## src/rtl/apb_mem_arbiter_if.sv

```systemverilog
// Bundle of the two requester ports plus the APB bus of the shared memory slave.
// The master modport is the arbiter's view; slave is the requesters plus memory.
interface apb_mem_arbiter_if #(
  parameter int ADDR_W = 32,
  parameter int DATA_W = 32
);
  logic              req0;
  logic              req1;
  logic              we0;
  logic              we1;
  logic [ADDR_W-1:0] addr0;
  logic [ADDR_W-1:0] addr1;
  logic [DATA_W-1:0] wdata0;
  logic [DATA_W-1:0] wdata1;
  logic              ack0;
  logic              ack1;
  logic              err0;
  logic              err1;
  logic [DATA_W-1:0] rdata0;
  logic [DATA_W-1:0] rdata1;
  logic              psel;
  logic              penable;
  logic              pwrite;
  logic [ADDR_W-1:0] paddr;
  logic [DATA_W-1:0] pwdata;
  logic [DATA_W-1:0] prdata;
  logic              pvalid;
  logic              busy;

  modport master (
    input  req0, req1, we0, we1, addr0, addr1, wdata0, wdata1, prdata, pvalid,
    output ack0, ack1, err0, err1, rdata0, rdata1,
           psel, penable, pwrite, paddr, pwdata, busy
  );

  modport slave (
    output req0, req1, we0, we1, addr0, addr1, wdata0, wdata1, prdata, pvalid,
    input  ack0, ack1, err0, err1, rdata0, rdata1,
           psel, penable, pwrite, paddr, pwdata, busy
  );
endinterface

```

## src/rtl/apb_mem_arbiter.sv

```systemverilog
// Two-port APB arbiter sharing one APB memory slave between fetch (port 0) and data (port 1).
// Define APB_ARB_RR_EN for round-robin on simultaneous requests; otherwise port 0 has fixed priority.
module apb_mem_arbiter #(
  parameter int ADDR_W  = 32,
  parameter int DATA_W  = 32,
  parameter int TIMEOUT = 15
) (
  input logic               clk,
  input logic               rst,
  apb_mem_arbiter_if.master bus
);

  localparam int CNT_W = $clog2(TIMEOUT);
  localparam logic [CNT_W-1:0] TMO_LAST = CNT_W'(TIMEOUT - 1);

  typedef enum logic [2:0] {
    IDLE,
    SETUP,
    ACCESS,
    RWAIT,
    DONE
  } state_t;

  state_t            state_q;
  state_t            state_d;
  logic              gnt_q;
  logic              last_gnt_q;
  logic              we_q;
  logic              err_q;
  logic [CNT_W-1:0]  cnt_q;
  logic [ADDR_W-1:0] paddr_q;
  logic [DATA_W-1:0] pwdata_q;
  logic [DATA_W-1:0] rdata0_q;
  logic [DATA_W-1:0] rdata1_q;
  logic              any_req;
  logic              tie_pick;
  logic              win;

  logic psel_c;
  logic penable_c;
  logic pwrite_c;
  logic busy_c;
  logic ack0_c;
  logic ack1_c;
  logic err0_c;
  logic err1_c;

  assign any_req = bus.req0 | bus.req1;

`ifdef APB_ARB_RR_EN
  assign tie_pick = ~last_gnt_q;
`else
  // Fixed priority: ties always go to port 0; last_gnt is tracked but does not steer.
  assign tie_pick = last_gnt_q & 1'b0;
`endif

  always_comb begin
    win = 1'b0;
    if (bus.req0 && bus.req1) begin
      win = tie_pick;
    end else begin
      win = ~bus.req0;
    end
  end

  always_ff @(posedge clk) begin
    if (rst) begin
      state_q <= IDLE;
    end else begin
      state_q <= state_d;
    end
  end

  always_comb begin
    state_d = state_q;
    case (state_q)
      IDLE:    if (any_req) state_d = SETUP;
      SETUP:   state_d = ACCESS;
      ACCESS:  state_d = we_q ? DONE : RWAIT;
      RWAIT:   if (bus.pvalid || (cnt_q == TMO_LAST)) state_d = DONE;
      DONE:    state_d = IDLE;
      default: state_d = IDLE;
    endcase
  end

  // Bus strobes and completion pulses decode purely from the state register.
  always_comb begin
    psel_c    = 1'b0;
    penable_c = 1'b0;
    pwrite_c  = 1'b0;
    busy_c    = (state_q != IDLE);
    ack0_c    = 1'b0;
    ack1_c    = 1'b0;
    err0_c    = 1'b0;
    err1_c    = 1'b0;
    case (state_q)
      SETUP: begin
        psel_c   = 1'b1;
        pwrite_c = we_q;
      end
      ACCESS: begin
        psel_c    = 1'b1;
        penable_c = 1'b1;
        pwrite_c  = we_q;
      end
      DONE: begin
        ack0_c = ~gnt_q;
        ack1_c = gnt_q;
        err0_c = ~gnt_q & err_q;
        err1_c = gnt_q & err_q;
      end
      default: ;
    endcase
  end

  // Request capture, read-data return and timeout bookkeeping.
  always_ff @(posedge clk) begin
    if (rst) begin
      gnt_q      <= 1'b0;
      last_gnt_q <= 1'b1;
      we_q       <= 1'b0;
      err_q      <= 1'b0;
      cnt_q      <= '0;
      paddr_q    <= '0;
      pwdata_q   <= '0;
      rdata0_q   <= '0;
      rdata1_q   <= '0;
    end else begin
      case (state_q)
        IDLE: begin
          if (any_req) begin
            gnt_q    <= win;
            we_q     <= win ? bus.we1    : bus.we0;
            paddr_q  <= win ? bus.addr1  : bus.addr0;
            pwdata_q <= win ? bus.wdata1 : bus.wdata0;
            err_q    <= 1'b0;
          end
        end
        ACCESS: begin
          cnt_q <= '0;
        end
        RWAIT: begin
          if (bus.pvalid) begin
            if (gnt_q) begin
              rdata1_q <= bus.prdata;
            end else begin
              rdata0_q <= bus.prdata;
            end
            err_q <= 1'b0;
          end else if (cnt_q == TMO_LAST) begin
            err_q <= 1'b1;
          end else begin
            cnt_q <= cnt_q + CNT_W'(1);
          end
        end
        DONE: begin
          last_gnt_q <= gnt_q;
        end
        default: ;
      endcase
    end
  end

  assign bus.psel    = psel_c;
  assign bus.penable = penable_c;
  assign bus.pwrite  = pwrite_c;
  assign bus.busy    = busy_c;
  assign bus.ack0    = ack0_c;
  assign bus.ack1    = ack1_c;
  assign bus.err0    = err0_c;
  assign bus.err1    = err1_c;
  assign bus.paddr   = paddr_q;
  assign bus.pwdata  = pwdata_q;
  assign bus.rdata0  = rdata0_q;
  assign bus.rdata1  = rdata1_q;

endmodule
```

## src/flat_wrapper.sv

```systemverilog
// flat-port wrapper written by rule: the top's interface ports become plain ports
module apb_mem_arbiter_flat 
#(
  parameter int ADDR_W  = 32,
  parameter int DATA_W  = 32,
  parameter int TIMEOUT = 15
)
  (clk, rst, bus_req0, bus_req1, bus_we0, bus_we1, bus_addr0, bus_addr1, bus_wdata0, bus_wdata1, bus_prdata, bus_pvalid, bus_ack0, bus_ack1, bus_err0, bus_err1, bus_rdata0, bus_rdata1, bus_psel, bus_penable, bus_pwrite, bus_paddr, bus_pwdata, bus_busy);
  apb_mem_arbiter_if #(.ADDR_W(ADDR_W), .DATA_W(DATA_W)) bus_i ();
  input logic clk;
  input logic rst;
  input wire logic [$bits(bus_i.req0)-1:0] bus_req0;
  input wire logic [$bits(bus_i.req1)-1:0] bus_req1;
  input wire logic [$bits(bus_i.we0)-1:0] bus_we0;
  input wire logic [$bits(bus_i.we1)-1:0] bus_we1;
  input wire logic [$bits(bus_i.addr0)-1:0] bus_addr0;
  input wire logic [$bits(bus_i.addr1)-1:0] bus_addr1;
  input wire logic [$bits(bus_i.wdata0)-1:0] bus_wdata0;
  input wire logic [$bits(bus_i.wdata1)-1:0] bus_wdata1;
  input wire logic [$bits(bus_i.prdata)-1:0] bus_prdata;
  input wire logic [$bits(bus_i.pvalid)-1:0] bus_pvalid;
  output wire logic [$bits(bus_i.ack0)-1:0] bus_ack0;
  output wire logic [$bits(bus_i.ack1)-1:0] bus_ack1;
  output wire logic [$bits(bus_i.err0)-1:0] bus_err0;
  output wire logic [$bits(bus_i.err1)-1:0] bus_err1;
  output wire logic [$bits(bus_i.rdata0)-1:0] bus_rdata0;
  output wire logic [$bits(bus_i.rdata1)-1:0] bus_rdata1;
  output wire logic [$bits(bus_i.psel)-1:0] bus_psel;
  output wire logic [$bits(bus_i.penable)-1:0] bus_penable;
  output wire logic [$bits(bus_i.pwrite)-1:0] bus_pwrite;
  output wire logic [$bits(bus_i.paddr)-1:0] bus_paddr;
  output wire logic [$bits(bus_i.pwdata)-1:0] bus_pwdata;
  output wire logic [$bits(bus_i.busy)-1:0] bus_busy;
  assign bus_i.req0 = bus_req0;
  assign bus_i.req1 = bus_req1;
  assign bus_i.we0 = bus_we0;
  assign bus_i.we1 = bus_we1;
  assign bus_i.addr0 = bus_addr0;
  assign bus_i.addr1 = bus_addr1;
  assign bus_i.wdata0 = bus_wdata0;
  assign bus_i.wdata1 = bus_wdata1;
  assign bus_i.prdata = bus_prdata;
  assign bus_i.pvalid = bus_pvalid;
  assign bus_ack0 = bus_i.ack0;
  assign bus_ack1 = bus_i.ack1;
  assign bus_err0 = bus_i.err0;
  assign bus_err1 = bus_i.err1;
  assign bus_rdata0 = bus_i.rdata0;
  assign bus_rdata1 = bus_i.rdata1;
  assign bus_psel = bus_i.psel;
  assign bus_penable = bus_i.penable;
  assign bus_pwrite = bus_i.pwrite;
  assign bus_paddr = bus_i.paddr;
  assign bus_pwdata = bus_i.pwdata;
  assign bus_busy = bus_i.busy;
  apb_mem_arbiter #(.ADDR_W(ADDR_W), .DATA_W(DATA_W), .TIMEOUT(TIMEOUT)) u_core (.clk(clk), .rst(rst), .bus(bus_i));
endmodule
```

## config.mk

```make
export PLATFORM = sky130hd
export DESIGN_NAME = apb_mem_arbiter_flat
export DESIGN_NICKNAME = d
export VERILOG_FILES = /design/src/rtl/apb_mem_arbiter_if.sv /design/src/rtl/apb_mem_arbiter.sv /design/src/flat_wrapper.sv
export SDC_FILE = /design/constraint.sdc
export NUM_CORES = 1
export LEC_CHECK = 0
export ABC_AREA = 1
export CORE_UTILIZATION = 41
export CTS_BUF_LIST = sky130_fd_sc_hd__clkbuf_8
export CTS_CLUSTER_SIZE = 28
export DETAILED_ROUTE_END_ITERATION = 12
export PLACE_DENSITY = 0.85
export SLEW_MARGIN = 10
export SYNTH_ARGS = -nofsm -noshare
export SYNTH_HDL_FRONTEND = slang
export SYNTH_SLANG_ARGS = --single-unit
```

## constraint.sdc

```tcl
create_clock -name clk -period 1.68 [get_ports clk]
set_input_delay 0.168 -clock clk [delete_from_list [all_inputs] [get_ports clk]]
set_output_delay 0.168 -clock clk [all_outputs]
set_load 0.01 [all_outputs]
```

Word-level counts from Yosys, hierarchy flattened
Index checks and enable logic that the tools add are counted.
- flip-flop bits (word level): 138
- input port bits: 167
- add/subtract/negate cells: 1
- equality and inequality tests: 10
- mux-type cells: 22
- bitwise logic cells: 5
- reductions and logical operators: 13
- operators by type and width (kind ; number):
    $mux 32 ; 2
    $mux 1 ; 12
    $pmux 3 s4 ; 1
    $reduce_and 3->1 ; 4
    $mux 3 ; 3
    $mux 4 ; 2
    $pmux 4 s2 ; 1
    $eq 3x2->1 const B ; 2
    $add 4x1->4 const B ; 1
    $eq 4x4->1 const B ; 1
    $ne 2x1->1 const B ; 2
    $ne 2x2->1 const B ; 2
    $reduce_and 2->1 ; 2
    $reduce_bool 2->1 ; 2
    $eq 3x1->1 const B ; 1
    $eq 3x3->1 const B ; 1
    $logic_not 3->1 ; 1
    $ne 3x2->1 const B ; 1
    $reduce_bool 3->1 ; 1
    $and 1x1->1 ; 2
    $not 1->1 ; 2
    $pmux 1 s2 ; 1
    $reduce_or 2->1 ; 1
    $logic_and 1x1->1 ; 1
    other kinds (2) ; 2

Depth between registers and ports, before layout
Gate-level depths: netlist of run 1.
- depth in word-level cells: 4
- gate-level depth with buffers: 8
- depth with buffers taken out: 8

Worst setup path after synthesis of run 1
Ideal clock, no wire load.
- path type: reg2reg
- start: reg u_core.state_q[2]
- end: reg u_core.pwdata_q[10], in the netlist u_core.bus.pwdata[10]
- arrival: 1.085 ns
- required time: 1.548 ns
- path slack: 0.463 ns
- cell stages (with the launch flop): 8
- path buffers: 2
- period minus slack after synthesis: 1.217 ns
- cells stage by stage: dfxtp_1 -> inv_2 -> nand2_2 -> inv_2 -> buf_4 -> buf_6 -> nand3_1 -> a21oi_1
- cells in the longest elaborated chain, start to end: 2
- ends and longest elaborated chain (element ; line ; RTL):
    start: declaration ; apb_mem_arbiter.sv:24 ; state_t state_q;
    start signal: assignment ; apb_mem_arbiter.sv:70 ; state_q <= state_d;
    $logic_not 3->1 ; apb_mem_arbiter.sv:129 ; case (state_q)
    $reduce_and 2->1 (no line) ; n/a ;
    end signal: assignment ; apb_mem_arbiter.sv:135 ; pwdata_q <= win ? bus.wdata1 : bus.wdata0;
    end: declaration ; apb_mem_arbiter.sv:32 ; logic [DATA_W-1:0] pwdata_q;
Every way passes these cells.
A chain may end at the register's enable or synchronous reset.

Final worst setup path of run 1
- start: reg u_core.state_q[0]
- end: out bus_busy
- cells in the longest elaborated chain, start to end: 1
- ends and longest elaborated chain (element ; line ; RTL):
    $reduce_bool 3->1 ; apb_mem_arbiter.sv:91 ; busy_c = (state_q != IDLE);
    end: declaration ; flat_wrapper.sv:33 ; output wire logic [$bits(bus_i.busy)-1:0] bus_busy;
Every way passes these cells.

==> results.cfg, run 1 <==
[outcome]
outcome = finished, final reports clean

[floorplanning]
num_io_pins = 303
die_area_sq_um = 15000
core_sq_um = 14040
dieHeight_um = 122.5
start_util = 0.4239
row_count = 43
die_x_um = 122.5

[synthesis]
synth.top_cells.by_area = dfxtp_1 46%, nand2_1 17%, nor2_1 8.3%, a21oi_1 6.2%, nand3_1 6.1%
yosysMostFrequentCell = nand2_1
synth.top_cell.area_share = 0.4642
synth_edf_count = 0
yosys_warnings = 0
yosys.area.top_type = dfxtp_1
synth_area_sq_um = 5952
synth_nets = 1024
avgSynthCellArea_sq_um = 6.961
ys_types = 25
postSynthCellCount = 855
ys_ff_latch = 138
yosysSeqAreaShare = 0.4642
postSynth.asyncResetShare = 0
netlist_top_cells_count = 277 x nand2_1, 138 x dfxtp_1, 132 x nor2_1
ys.flop_type = dfxtp_1

[drt]
drc = 0
ant_nets = 0
drt-total-wl_mm = 19.56
first_pass_iters = 6
wl_per_cell_um = 14.73
drtIter0Drc = 406
num_vias = 6557
avgViaCountPerCell = 4.938

[pwr]
leakage_nw = 3.840
powerDensity_nw_per_um2 = 1085
power_w = 0.01036
vdd.ir_drop.worst_mv = 0.6773

[timing]
period_minus_slack_ps = 1597
tightestPinTransition_ps = 726.1
relSlewSlack = 0.5159
finalHoldViolCount = 0
clock_skew_ps = 8.471
rsz0062_at_grt = yes
fin_crit_sh = 0.9504
setup_viol = 0
fin_ws_ps = 83.36
slew_violations = 0
clock.fmax_mhz = 626.3

[grt]
grt_max_degree = 70
grt_pass1_wl_mm = 30.48
grt_pass1_vias = 6259
track_usage = 0.2638
grt.overflow.total = 0
antenna_found_initial = 1

[placed_design]
hpwl_mm = 14.05
place.gp.congestion = 0.8638
dp_slack_ps = 102.6
io_buffers = 302
dpl_cell_area_sq_um = 9086

[critical_path]
worst_ep_required_time_ps = 1510
crit_type = flip-flop to output port
max_stage_delay_ps = 350
worst_setup_path_end_kind = output port
slowest_stage = dfxtp_2
cp_max_fo = 5
crit_arrival_ps = 1430
crit_chain = nor2_2 > buf_4 > nand2_2 > dlygate4sd2_1
worstSetupStartpointType = flip-flop

[clocking]
root_buffer = clkbuf_8
cts_tree = yes
post_cts_buffers = 0
cts.sinks = 138
ctsHoldBuffers = 0
cts_made_buffers = 17
clk_pin_slew_ps = 80
cts_max_level = 4
clk_latency_ps = 440
cts_buffer_depth = 2

[layout]
final_area_sq_um = 9540
fill_cells = 1197
syn_to_final_growth_pct = 60.29
drive_gt1_frac = 0.07062
nets = 1303

[flow_run]
cap_viol_max_count = 0

[min_path]
hold_class = input port to flip-flop
-- layer usage --
metal | up-vias | global-route usage | part of all wire
li1 | 3303 | - | -
met1 | 2946 | 0.2773 | 0.38
met2 | 264 | 0.4600 | 0.49
met3 | 44 | 0.1078 | 0.10
met4 | 0 | 0.1159 | 0.029
met5 | - | 0 | 0
-- report_power, final --
group	switching (W)	leakage [nW]	internal [W]	total [W]
logic	0.00171	2.48	0.00160	0.00331
clock network	0.00134	0.231	0.00182	0.00316
registers	0.000225	1.12	0.00366	0.00389
total	0.00327	3.84	0.00709	0.0104
-- through the flow --
stage / setup TNS [ps] / util / cells / hold WS, ps
5_1_grt: -48.24 / 0.6794 / 1328 / 177.3
3_5_place_dp: 0 / 0.6471 / 1295 / 454.3
4_1_cts: -3.716 / 0.6801 / 1327 / 148.8
6_report: 0 / 0.6794 / 1328 / 166.9
2_1_floorplan: 0 / - / 855 / 313.5
3_3_place_gp: 0 / 0.6471 / 1295 / 451.2
-- path summary, 6_finish.rpt --
kind / from / endpoint / slack [ps] / cells past startpoint
setup / recovery: u_core.state_q[0] / bus_busy / 80 / 4
hold / removal: rst / u_core.state_q[0] / 170 / 4
setup reg to reg: u_core.state_q[2] / u_core.bus.rdata0[0] / 220 / 7
hold reg to reg: u_core.bus.paddr[14] / u_core.bus.paddr[14] / 460 / 2
-- cell type report --
cell class / count / area (sq um) / share of cell area
Tap cell: 180 / 225.2 / 0.02361
Timing Repair Buffer: 322 / 3252 / 0.3409
Sequential cell: 138 / 2765 / 0.2898
Clock inverter: 14 / 217.7 / 0.02282
Clock buffer: 18 / 247.7 / 0.02597
Inverter: 17 / 63.81 / 0.006689
Multi-Input combinational cell: 638 / 2766 / 0.2900
Antenna cell: 1 / 2.502 / 0.0002623
-- cell usage in the layout, fill, tap and decap left out, types with 3 or more instances in the layout --
cell and count:
o21ai_1 64, buf_4 11, dfxtp_1 136, nand2_1 275, inv_2 6, clkinv_2 3
clkdlybuf4s50_1 292, buf_12 9, o21ai_0 3, nand3_1 72, nand2_2 4, nor2_1 130
buf_2 4, nor2_2 3, nor3_1 3, bufinv_16 5, clkbuf_2 3, a21oi_1 74
clkbuf_8 18, inv_1 10
-- critical path, delay by kind of cell (launching register included) --
kind | cells | cell delay, ps
and+or+nand+nor | 2 | 190
buffers and inverters | 2 | 450
DFF | 1 | 350
-- cell families after synthesis --
logic type	count (synthesis)	synth area share
AOI/OAI and AO/OA	142	0.1196
adders and majority gates	2	0.004204
and+or+nand+nor	493	0.3378
buffers and inverters	79	0.07273
DFF	138	0.4642
xor gates and xnor gates	1	0.001472
-- what timing repair did --
item / in CTS / in global routing
endpoints found under the setup margin: 8 / 8
cloned: 0 / 0
resized for setup: 22 / 9
-- sequential cells by signal (all words and copies together), names as in the netlist, 3 cells and up --
name               flops
u_core.bus.paddr      32
u_core.bus.pwdata     32
u_core.bus.rdata0     32
u_core.bus.rdata1     32
u_core.cnt_q           4
u_core.state_q         3
Power figures use the tool's default switching activity.
==> inputs of run 2 (changes only) <==
CAP_MARGIN = 20   (was unset)
CORE_ASPECT_RATIO = 1.1   (was unset)
REMOVE_ABC_BUFFERS = 1   (was unset)
==> run 2 against run 1 <==
  * Critical path depth grew 1
  * Count of clock-buffer cells in the layout shrank 1
  * Die area is essentially flat
  * Global-route usage shrank 0.25 points
  * Sequential power is essentially flat
  * Critical path type unchanged
  * Critical endpoint is now bus_penable
  * Highest routed layer unchanged
==> results.cfg, run 2 (synthesized netlist as in run 1, its figures left out) <==
[outcome]
outcome = finished, final reports clean

[layout]
layout_common_cells = 292 x clkdlybuf4s50_1, 275 x nand2_1, 134 x dfxtp_1
drive_gt1_frac = 0.06882
n_antenna_cell = 0
final_common_cell = clkdlybuf4s50_1
post-route-util = 0.6843
final_area_sq_um = 9555
layout.cells.non_filler = 1336
syn_to_final_growth_pct = 60.54
nets = 1305

[drt]
num_vias = 6552
wl_per_cell_um = 14.62
drc = 0
first_pass_iters = 5
avgViaCountPerCell = 4.904
drtIter0Drc = 467
ant_nets = 0
drt-total-wl_mm = 19.53

[critical_path]
crit_type = flip-flop to output port
worst_setup_path_end_kind = output port
worstSetupStartpointType = flip-flop
r2r_slack_ps = 280
reg2regPathDepth = 7
crit_arrival_ps = 1430
cp_max_fo = 4
worst_ep_required_time_ps = 1510

[floorplanning]
start_util = 0.4263
core_sq_um = 13960
die_area_sq_um = 15000
die_x_um = 116.9
num_io_pins = 303
dieHeight_um = 128.4
row_count = 45

[timing]
slew_violations = 0
fin_ws_ps = 84.44
clock_skew_ps = 9.336
setup_viol = 0
clock.fmax_mhz = 626.7
tightestPinTransition_ps = 750.4
relSlewSlack = 0.4998
fin_crit_sh = 0.9497
finalHoldViolCount = 0
period_minus_slack_ps = 1596

[clocking]
cts_made_buffers = 17
ctsHoldBuffers = 0
post_cts_buffers = 0
cts.sinks = 138
cts_max_level = 4
cts_buffer_depth = 2
clk_latency_ps = 440
clk_pin_slew_ps = 80
root_buffer = clkbuf_8
cts_tree = yes

[grt]
antenna_found_initial = 0
grt_max_degree = 70
grt_pass1_vias = 6114
grt_pass1_wl_mm = 30.28
track_usage = 0.2613
grt.overflow.total = 0

[pwr]
powerDensity_nw_per_um2 = 1073
vdd.ir_drop.worst_mv = 0.5424
leakage_nw = 3.851

[flow_run]
cap_viol_max_count = 0

[placed_design]
place.gp.congestion = 0.7896
dpl_cell_area_sq_um = 9111
dp_slack_ps = 121.1
dp.cells = 1305
hpwl_mm = 13.89
io_buffers = 302

[min_path]
holdPathStages = 5
hold_class = input port to flip-flop
==> run 2: through the flow <==
stage	setup TNS [ps]	total power [W]	hold WS, ps
floorplan	-96790	0.005308	237.1
global placement	0	0.007183	448.7
detailed placement	0	0.007216	455.3
CTS	-3.783	0.01031	131.5
global route	-11.00	0.01081	171.9
finish	0	0.01025	171.2
==> run 2: layout make-up <==
cell class | count | area [sq um]
repair buffers | 324 | 3271
well taps | 188 | 235.2
inverters | 17 | 63.81
clock inverters | 14 | 220.2
clock buffers | 17 | 234.0
flip-flops and latches | 138 | 2768
multi-input cells | 638 | 2764
fillers | 1146 | 4408
==> run 2: per-layer routing <==
metal | wire, um | track usage
met1 | 7271 | 0.2897
met5 | 0 | 0
met4 | 372 | 0.09010
met3 | 2186 | 0.1107
met2 | 9699 | 0.4462
==> run 2: power breakdown <==
part,internal (W),switching [W],total (W)
Sequential,0.00367,0.000228,0.00389
Combinational,0.00158,0.00167,0.00325
Clock,0.00177,0.00134,0.00311
==> run 2: path summary, 6_finish.rpt <==
check / startpoint / end
max reg2reg: u_core.state_q[0] / u_core.bus.rdata1[17]
min: bus_req0 / u_core.bus.pwdata[15]
min reg2reg: u_core.bus.paddr[13] / u_core.bus.paddr[13]
max: u_core.state_q[1] / bus_penable
==> run 2: timing repair <==
item	in CTS	in global routing
setup endpoints to repair	8	5
resized for setup	16	6
pin swaps	0	0
==> run 2: worst max-delay path, cell delays in order (launching register included) <==
cell	delay, ps
dfxtp_2	360
inv_1	70
nor2_2	120
nand2_2	90
inv_1	110
clkdlybuf4s15_1	240
==> inputs of run 3 (changes only) <==
ABC_CLOCK_PERIOD_IN_PS = 1680   (was unset)
==> results of run 3 <==
No change in the layout: final DEF, timing and power equal those of run 2.
